**src/rtl/keypad_debouncer_pkg.sv**
```systemverilog
// Shared types and constants for the keypad debounce responder.
// Imported by the interface, the synchronizer and the debouncer top.
package keypad_pkg;

    typedef enum logic [1:0] {
        DB_IDLE  = 2'b00,
        DB_COUNT = 2'b01,
        DB_HOLD  = 2'b10
    } dbstate_t;

    localparam int DB_CYCLES_DEFAULT = 240000;
    localparam int KEY_COLS          = 4;

endpackage

```
**src/rtl/keypad_debouncer_if.sv**
```systemverilog
// Handshake between the keypad control FSM (master) and the debouncer (slave).
// The raw column pins are not part of this bundle; they enter the debouncer directly.
interface keypad_debouncer_if;
    import keypad_pkg::*;

    logic                dbreq;
    logic [KEY_COLS-1:0] activeCol;
    logic                dbhigh;
    logic                dblow;
    logic [1:0]          debugState;

    modport master (
        output dbreq, activeCol,
        input  dbhigh, dblow, debugState
    );

    modport slave (
        input  dbreq, activeCol,
        output dbhigh, dblow, debugState
    );

endinterface

```
**src/rtl/keypad_debouncer_sync_ff.sv**
```systemverilog
// Multi-stage flop synchronizer, one independent chain per bit.
// q lags d by STAGES clock edges; cleared by reset only.
module sync_ff #(
    parameter int WIDTH  = 1,
    parameter int STAGES = 2
) (
    input  logic             clk,
    input  logic             rstn,
    input  logic [WIDTH-1:0] d,
    output logic [WIDTH-1:0] q
);

    genvar gi;
    generate
        for (gi = 0; gi < WIDTH; gi++) begin : g_bit
            logic [STAGES-1:0] chain_reg;

            always_ff @(posedge clk) begin
                if (!rstn) begin
                    chain_reg <= '0;
                end else begin
                    chain_reg[0] <= d[gi];
                    for (int i = 1; i < STAGES; i++) begin
                        chain_reg[i] <= chain_reg[i-1];
                    end
                end
            end

            assign q[gi] = chain_reg[STAGES-1];
        end
    endgenerate

endmodule

```
**src/rtl/keypad_debouncer.sv**
```systemverilog
// Debounce responder: qualifies the selected keypad column as stably pressed
// or released while the control FSM holds dbreq, answering with one-cycle pulses.
module keypad_debouncer
    import keypad_pkg::*;
#(
    parameter int DB_CYCLES   = DB_CYCLES_DEFAULT,
    parameter int SYNC_STAGES = 2
) (
    input  logic                clk,
    input  logic                rstn,
    input  logic [KEY_COLS-1:0] col,
    keypad_debouncer_if.slave   db
);

    localparam int              CNT_W    = $clog2(DB_CYCLES + 1);
    localparam logic [CNT_W-1:0] CNT_ONE  = CNT_W'(1);
    localparam logic [CNT_W-1:0] CNT_LAST = CNT_W'(DB_CYCLES - 1);

    logic [KEY_COLS-1:0] col_s;
    logic                sample;

    dbstate_t            state_reg;
    logic [CNT_W-1:0]    cnt_reg;
    logic                lvl_reg;
    logic                dbhigh_reg;
    logic                dblow_reg;

    sync_ff #(
        .WIDTH  (KEY_COLS),
        .STAGES (SYNC_STAGES)
    ) u_col_sync (
        .clk  (clk),
        .rstn (rstn),
        .d    (col),
        .q    (col_s)
    );

    // Multi-hot activeCol ORs its columns; an empty selection reads as released.
    assign sample = |(col_s & db.activeCol);

    always_ff @(posedge clk) begin
        if (!rstn) begin
            state_reg  <= DB_IDLE;
            cnt_reg    <= '0;
            lvl_reg    <= 1'b0;
            dbhigh_reg <= 1'b0;
            dblow_reg  <= 1'b0;
        end else begin
            dbhigh_reg <= 1'b0;
            dblow_reg  <= 1'b0;
            case (state_reg)
                DB_IDLE: begin
                    if (db.dbreq) begin
                        state_reg <= DB_COUNT;
                        lvl_reg   <= sample;
                        cnt_reg   <= CNT_ONE;
                    end else begin
                        cnt_reg   <= '0;
                    end
                end
                DB_COUNT: begin
                    // Dropping dbreq outranks both a level change and completion.
                    if (!db.dbreq) begin
                        state_reg <= DB_IDLE;
                        cnt_reg   <= '0;
                    end else if (sample != lvl_reg) begin
                        lvl_reg   <= sample;
                        cnt_reg   <= CNT_ONE;
                    end else if (cnt_reg == CNT_LAST) begin
                        state_reg  <= DB_HOLD;
                        cnt_reg    <= cnt_reg + CNT_ONE;
                        dbhigh_reg <= lvl_reg;
                        dblow_reg  <= ~lvl_reg;
                    end else begin
                        cnt_reg   <= cnt_reg + CNT_ONE;
                    end
                end
                DB_HOLD: begin
                    if (!db.dbreq) begin
                        state_reg <= DB_IDLE;
                        cnt_reg   <= '0;
                    end else if (sample != lvl_reg) begin
                        state_reg <= DB_COUNT;
                        lvl_reg   <= sample;
                        cnt_reg   <= CNT_ONE;
                    end
                end
                default: begin
                    state_reg <= DB_IDLE;
                    cnt_reg   <= '0;
                end
            endcase
        end
    end

    assign db.dbhigh     = dbhigh_reg;
    assign db.dblow      = dblow_reg;
    assign db.debugState = state_reg;

endmodule

```
**src/flat_wrapper.sv**
```systemverilog
// flat-port wrapper written by rule: the top's interface ports become plain ports
module keypad_debouncer_flat import keypad_pkg::*;
#(
    parameter int DB_CYCLES   = DB_CYCLES_DEFAULT,
    parameter int SYNC_STAGES = 2
)
  (clk, rstn, col, db_dbreq, db_activeCol, db_dbhigh, db_dblow, db_debugState);
  keypad_debouncer_if db_i ();
  input  logic clk;
  input  logic rstn;
  input  logic [KEY_COLS-1:0] col;
  input wire logic [$bits(db_i.dbreq)-1:0] db_dbreq;
  input wire logic [$bits(db_i.activeCol)-1:0] db_activeCol;
  output wire logic [$bits(db_i.dbhigh)-1:0] db_dbhigh;
  output wire logic [$bits(db_i.dblow)-1:0] db_dblow;
  output wire logic [$bits(db_i.debugState)-1:0] db_debugState;
  assign db_i.dbreq = db_dbreq;
  assign db_i.activeCol = db_activeCol;
  assign db_dbhigh = db_i.dbhigh;
  assign db_dblow = db_i.dblow;
  assign db_debugState = db_i.debugState;
  keypad_debouncer #(.DB_CYCLES(DB_CYCLES), .SYNC_STAGES(SYNC_STAGES)) u_core (.clk(clk), .rstn(rstn), .col(col), .db(db_i));
endmodule
```
**config.mk**
```make
export PLATFORM = sky130hd
export DESIGN_NAME = keypad_debouncer_flat
export DESIGN_NICKNAME = d
export VERILOG_FILES = /design/src/rtl/keypad_debouncer_pkg.sv /design/src/rtl/keypad_debouncer_if.sv /design/src/rtl/keypad_debouncer_sync_ff.sv /design/src/rtl/keypad_debouncer.sv /design/src/flat_wrapper.sv
export SDC_FILE = /design/constraint.sdc
export NUM_CORES = 1
export LEC_CHECK = 0
export ABC_AREA = 0
export ABC_CLOCK_PERIOD_IN_PS = 2900
export CAP_MARGIN = 20
export CORE_UTILIZATION = 35
export CTS_CLUSTER_DIAMETER = 120
export DETAILED_ROUTE_END_ITERATION = 8
export SETUP_SLACK_MARGIN = 0.02
export SLEW_MARGIN = 15
export SYNTH_ARGS = -nofsm -noshare
export SYNTH_HDL_FRONTEND = slang
export SYNTH_SLANG_ARGS = --single-unit
```
**constraint.sdc**
```tcl
create_clock -name clk -period 2.9 [get_ports clk]
set_input_delay 0.58 -clock clk [delete_from_list [all_inputs] [get_ports clk]]
set_output_delay 0.58 -clock clk [all_outputs]
set_load 0.02 [all_outputs]
```
=== After elaboration in Yosys (flattened, before gate mapping) ===
Cells that the tools add are included.
Widths: inputs -> output; s select.

* Register bits after elaboration: 31
* Logic and storage cells: 50
* Input bits: 11
* Output and inout bits: 4

* Multiplexer cells: 17
* Bitwise gates (word level): 6
* Reduce and logical (&&, ||, !) cells: 7
* Equal/unequal tests: 10
* $add $sub $neg: 1

{| class="wikitable"
|+ Operators with widths
! operator !! number
|-
| $mux 18 || 4
|-
| $pmux 18 s3 || 1
|-
| $add 18x1->18 const B || 1
|-
| $eq 18x18->1 const B || 1
|-
| $mux 2 || 6
|-
| $reduce_and 4->1 || 2
|-
| $ne 3x2->1 const B || 2
|-
| $pmux 2 s3 || 1
|-
| $not 1->1 || 5
|-
| $reduce_or 5->1 || 1
|-
| $and 4x4->4 || 1
|-
| $mux 1 || 4
|-
| $ne 2x1->1 const B || 2
|-
| $reduce_or 4->1 || 1
|-
| $ne 3x3->1 const B || 1
|-
| $eq 2x1->1 const B || 1
|-
| $eq 2x2->1 const B || 1
|-
| $logic_not 2->1 || 1
|-
| $ne 2x2->1 const B || 1
|-
| $pmux 1 s2 || 1
|-
| $reduce_bool 2->1 || 1
|-
| $reduce_or 2->1 || 1
|-
| $ne 1x1->1 || 1
|}

=== Longest topological paths before layout ===
Gate-level depths: netlist of the first run.

* Depth in word-level cells: 6
* Gate-level depth with buffers: 8
* Mapped depth without buffers: 7

=== Hierarchy ===
From an unflattened synthesis of the first run, not the netlist that was laid out.

* Cell total of the unflattened synthesis: 180
* Area total of the unflattened synthesis: 1,579.0 sq um

{| class="wikitable"
|+ By module, submodules not included
! module !! cells each !! area each (sq um) !! times used !! seq. area each (sq um)
|-
| keypad_debouncer || 160 || 1,338.8 || 1 || 460.4
|-
| sync_ff || 20 || 240.2 || 1 || 160.2
|}

=== Worst setup path after synthesis of the first run ===
No wires, ideal clock.

* Kind: flip-flop to flip-flop
* From: reg u_core.state_reg[0] (netlist: u_core.db.debugState[0])
* To: reg u_core.cnt_reg[12]
* Arrival: 2.154 ns
* Required time: 2.841 ns
* Path slack: 0.687 ns
* Stages on the path, launching flop included: 9
* Buffers on the path: 1
* Clock period less this slack: 2.213 ns
* Library setup time: 0.059 ns
* Cells stage by stage: dfxtp_1 > inv_1 > ha_1 > nand3_1 > a21oi_1 > or4_1 > clkbuf_1 > or4_1 > nand2_1

* Word-level cells in the longest chain between the ends: 2
* Elaborated cells between the ends (all ways): 5
* Classes of those cells: 3 x eq/ne; 1 x mux; 1 x reduce/logical

{| class="wikitable"
|+ RTL lines
! element !! line !! RTL
|-
| start, declared || keypad_debouncer.sv:22 || <nowiki>dbstate_t state_reg;</nowiki>
|-
| start signal, assigned || keypad_debouncer.sv:43 || <nowiki>state_reg <= DB_IDLE;</nowiki>
|-
| start signal, assigned || keypad_debouncer.sv:54 || <nowiki>state_reg <= DB_COUNT;</nowiki>
|-
| start signal, assigned || keypad_debouncer.sv:64 || <nowiki>state_reg <= DB_IDLE;</nowiki>
|-
| $eq 2x2->1, or another cell as far along || keypad_debouncer.sv:51 || <nowiki>case (state_reg)</nowiki>
|-
| $pmux 18 s3 / $ne 3x2->1 (equally long branches) || n/a ||
|-
| end signal, assigned || keypad_debouncer.sv:71 || <nowiki>cnt_reg <= cnt_reg + CNT_ONE;</nowiki>
|-
| end signal, assigned || keypad_debouncer.sv:75 || <nowiki>cnt_reg <= cnt_reg + CNT_ONE;</nowiki>
|-
| end, declared || keypad_debouncer.sv:23 || <nowiki>logic [CNT_W-1:0] cnt_reg;</nowiki>
|}

Several ways; a longest one is shown, not always the timed one.
A chain may end at the register's enable or synchronous reset.

=== Worst setup path after layout of the first run ===
* From: in db_activeCol[0]
* To: reg u_core.cnt_reg[15]

* Word-level cells in the longest chain between the ends: 6
* Elaborated cells between the ends (all ways): 7
* Classes of those cells: 2 x eq/ne; 3 x mux; 1 x bitwise; 1 x reduce/logical

{| class="wikitable"
|+ RTL lines
! element !! line !! RTL
|-
| start, declared || flat_wrapper.sv:13 || <nowiki>input wire logic [$bits(db_i.activeCol)-1:0] db_activeCol;</nowiki>
|-
| $and 4x4->4 * || keypad_debouncer.sv:39 || <nowiki>assign sample = |(col_s & db.activeCol);</nowiki>
|-
| $reduce_or 4->1 * || keypad_debouncer.sv:39 ||
|-
| $ne 1x1->1 * || keypad_debouncer.sv:66, keypad_debouncer.sv:82 ||
|-
| $mux 18 || keypad_debouncer.sv:66 || <nowiki>end else if (sample != lvl_reg) begin</nowiki>
|-
| $mux 18 || keypad_debouncer.sv:63 || <nowiki>if (!db.dbreq) begin</nowiki>
|-
| $pmux 18 s3 || keypad_debouncer.sv:51 ||
|}

Every way passes the cells marked *; elsewhere a longest branch is shown, timed or not.

==> results.tsv, run 1 <==
metric	value	unit
met1Wirelength	1600	um
root_buffer	clkbuf_8	
synth_compound_gate_area_share	18.9	%
slew_headroom	49.5	%
place_area	1770	sq um
status	finished clean	
cts_buffers	5	
final.fill_count	436	
cts.repair.resized	0	
max_freq	402	MHz
async_flop_share	0	%
syn_inst	177	
boundaryPins	15	
synth_seq_area_share	39.6	%
tns	0	ns
cts_tree	yes	
hold_class	flip-flop to flip-flop	
area_growth	18.1	%
drv_cap	0	
ys.flop_type	dfxtp_1	
max_slew.worst_pin.slew	0.751	ns
multiInputGateArea	893	sq um
io_buffers	14	
largest_reg_flops	18	
cts_setup_buffers	0	
power_density	468	nW/um^2
cts_hold_buf	0	
power	0.867	mW
rsz0062_at_grt	no	
ys_types	46	
leakage	0.614	nW
setup_viol	0	
worstSetupStartpointType	primary input	
cp-end-kind	flip-flop	
synth_fa_ha_area_share	4.79	%
synthXorXnorAreaFrac	2.80	%
antenna_cells	0	
cp.required	3.10	ns
first_iter_violations	92	
nets	214	
muxShareOfSynthArea	1.28	%
track_usage	17.6	%
num_vias	1424	
synth_top_family_by_area	simple AND/OR/NAND/NOR gates	
final_cell_mix	dfxtp_1 (31), nand2_1 (17), clkdlybuf4s50_1 (14), nor2_1 (11)	
ir_drop	0.000304	V
synth_area	1570	sq um
synth_edf_count	0	
ant_nets	0	
hold_slack	0.434	ns
dr_wl_met2	1610	um
ys_seq_elements	31	
drc	0	
final_layout_size_suffix_gt1_share	5.56	%
layout_commonest_cell	dfxtp_1	
clock-sinks	31	
routed_wl	3420	um
syn_avg_cell_area	8.85	sq um
synth_nets	194	
antenna_found_initial	0	
place_hpwl	2540	um
clockBufferDepth	2	
grt.overflow.total	0	
dr.pass1.iters	4	
core	4140	sq um
top_layer_used	met4	
grt_pass1_vias	1389	
fin_crit_sh	85.7	%
placed_cells	240	
final_area	1850	sq um
crit_type	primary input to flip-flop	
synthSimpleGateAreaFrac	29.2	%
maxSlewViolCount	0	
rows	23	
grt_pass1_wl	6150	um
clk_pin_slew	0.06	ns
wl_per_cell	13.8	um
skew	0.00769	ns
gpl.final_weighted_congestion	0.805	
final_cell_count_no_fill	248	
initial_utilization	37.8	%
wl_met3	169	um
viasPerCell	5.74	
grt_start_max_net_pins	14	
regArea	621	sq um
die_h	68.9	um
htreeDepth	2	
yosys_warnings	0	
critPathArrivalTime	2.69	ns
die_area	4750	sq um
hold_viol	0	
clkLatencyLatePin	0.28	ns
crit_fanout	7	
finalCriticalPeriod	2.48	ns
die_x	68.9	um
[final timing paths]
check,from,end,slack (ns),cells after the start
hold reg to reg,u_core.u_col_sync.g_bit[2].chain_reg[0],u_core.u_col_sync.g_bit[2].chain_reg[1],0.43,1
hold / removal,u_core.u_col_sync.g_bit[2].chain_reg[0],u_core.u_col_sync.g_bit[2].chain_reg[1],0.43,1
setup / recovery,db_activeCol[0],u_core.cnt_reg[15],0.42,6
setup reg to reg,u_core.db.debugState[0],u_core.cnt_reg[12],0.57,7
[per-layer routing]
layer  global-route usage, %  vias up
li1                        -      705
met1                    23.0      677
met2                    27.3       36
met3                    4.61        6
met4                    7.14        0
met5                       0        -
[cell families (layout without fill, tap and decap cells)]
| logic type | after synthesis | after routing |
|---|---|---|
| AND/OR/NAND/NOR | 80 | 80 |
| AO/OA/AOI/OAI | 41 | 41 |
| flip-flops | 31 | 31 |
| buffers and inverters | 12 | 33 |
| adder cells (fa/ha/maj) | 6 | 6 |
| XOR/XNOR | 5 | 5 |
| multiplexers | 2 | 2 |
[layout make-up]
type | count | share of cell area, %
Sequential cell | 31 | 33.5
Clock inverter | 1 | 0.270
Inverter | 8 | 1.62
Multi-Input combinational cell | 134 | 48.3
Timing Repair Buffer | 17 | 8.79
Clock buffer | 7 | 4.12
Tap cell | 50 | 3.38
[stage by stage]
stage / utilization, % / worst slack [ns]
6_report: 44.7 / 0.415
5_1_grt: 44.7 / 0.243
4_1_cts: 44.7 / 0.414
3_5_place_dp: 42.7 / 0.125
3_3_place_gp: 42.7 / 0.176
2_1_floorplan: - / 0.687
[Yosys cell counts, types with 2 or more instances]
cell	count	share of area (%)
nor4_1	3	1.2
o31ai_1	4	1.9
dfxtp_1	31	40
nand4bb_1	2	1.4
a22o_1	2	1.1
a32o_1	2	1.3
nor2_1	11	2.6
nor2b_1	2	0.80
a21oi_1	9	2.9
and2_1	9	3.6
inv_1	8	1.9
and4_1	2	1.1
a22oi_1	2	0.96
or4_1	7	3.4
a21o_1	2	0.96
clkbuf_1	3	0.72
o21ai_0	5	1.6
nand2b_1	2	0.80
nand3_1	9	2.9
mux2i_1	2	1.3
and3_1	2	0.80
ha_1	6	4.8
nand2_1	17	4.1
nand4_1	5	2.0
nor4b_1	2	1.1
or3_1	3	1.2
xnor2_1	4	2.2
o211ai_1	3	1.4
[critical path, stage by stage]
cell             delay, ns
clkdlybuf4s50_1       0.42
a22o_1                0.26
or3_1                 0.49
a211oi_4              0.31
or4b_1                0.46
a31oi_1               0.17
[power by group]
group / internal (mW) / switching (mW) / leakage, nW
Clock: 0.168 / 0.148 / 0.0422
Sequential: 0.438 / 0.0133 / 0.252
Combinational: 0.0482 / 0.0515 / 0.320
Total: 0.654 / 0.213 / 0.614
Note: power is estimated with default switching activity, not from simulation.
==> run 2, diff against run 1 <==
--- a/config.mk
+++ b/config.mk
@@ -5,7 +5,6 @@
 export SDC_FILE = /design/constraint.sdc
 export NUM_CORES = 1
 export LEC_CHECK = 0
-export ABC_AREA = 0
 export ABC_CLOCK_PERIOD_IN_PS = 2900
 export CAP_MARGIN = 20
 export CORE_UTILIZATION = 35
==> results of run 2 <==
Same layout as run 1: the final DEF is identical, and so are final timing and power.
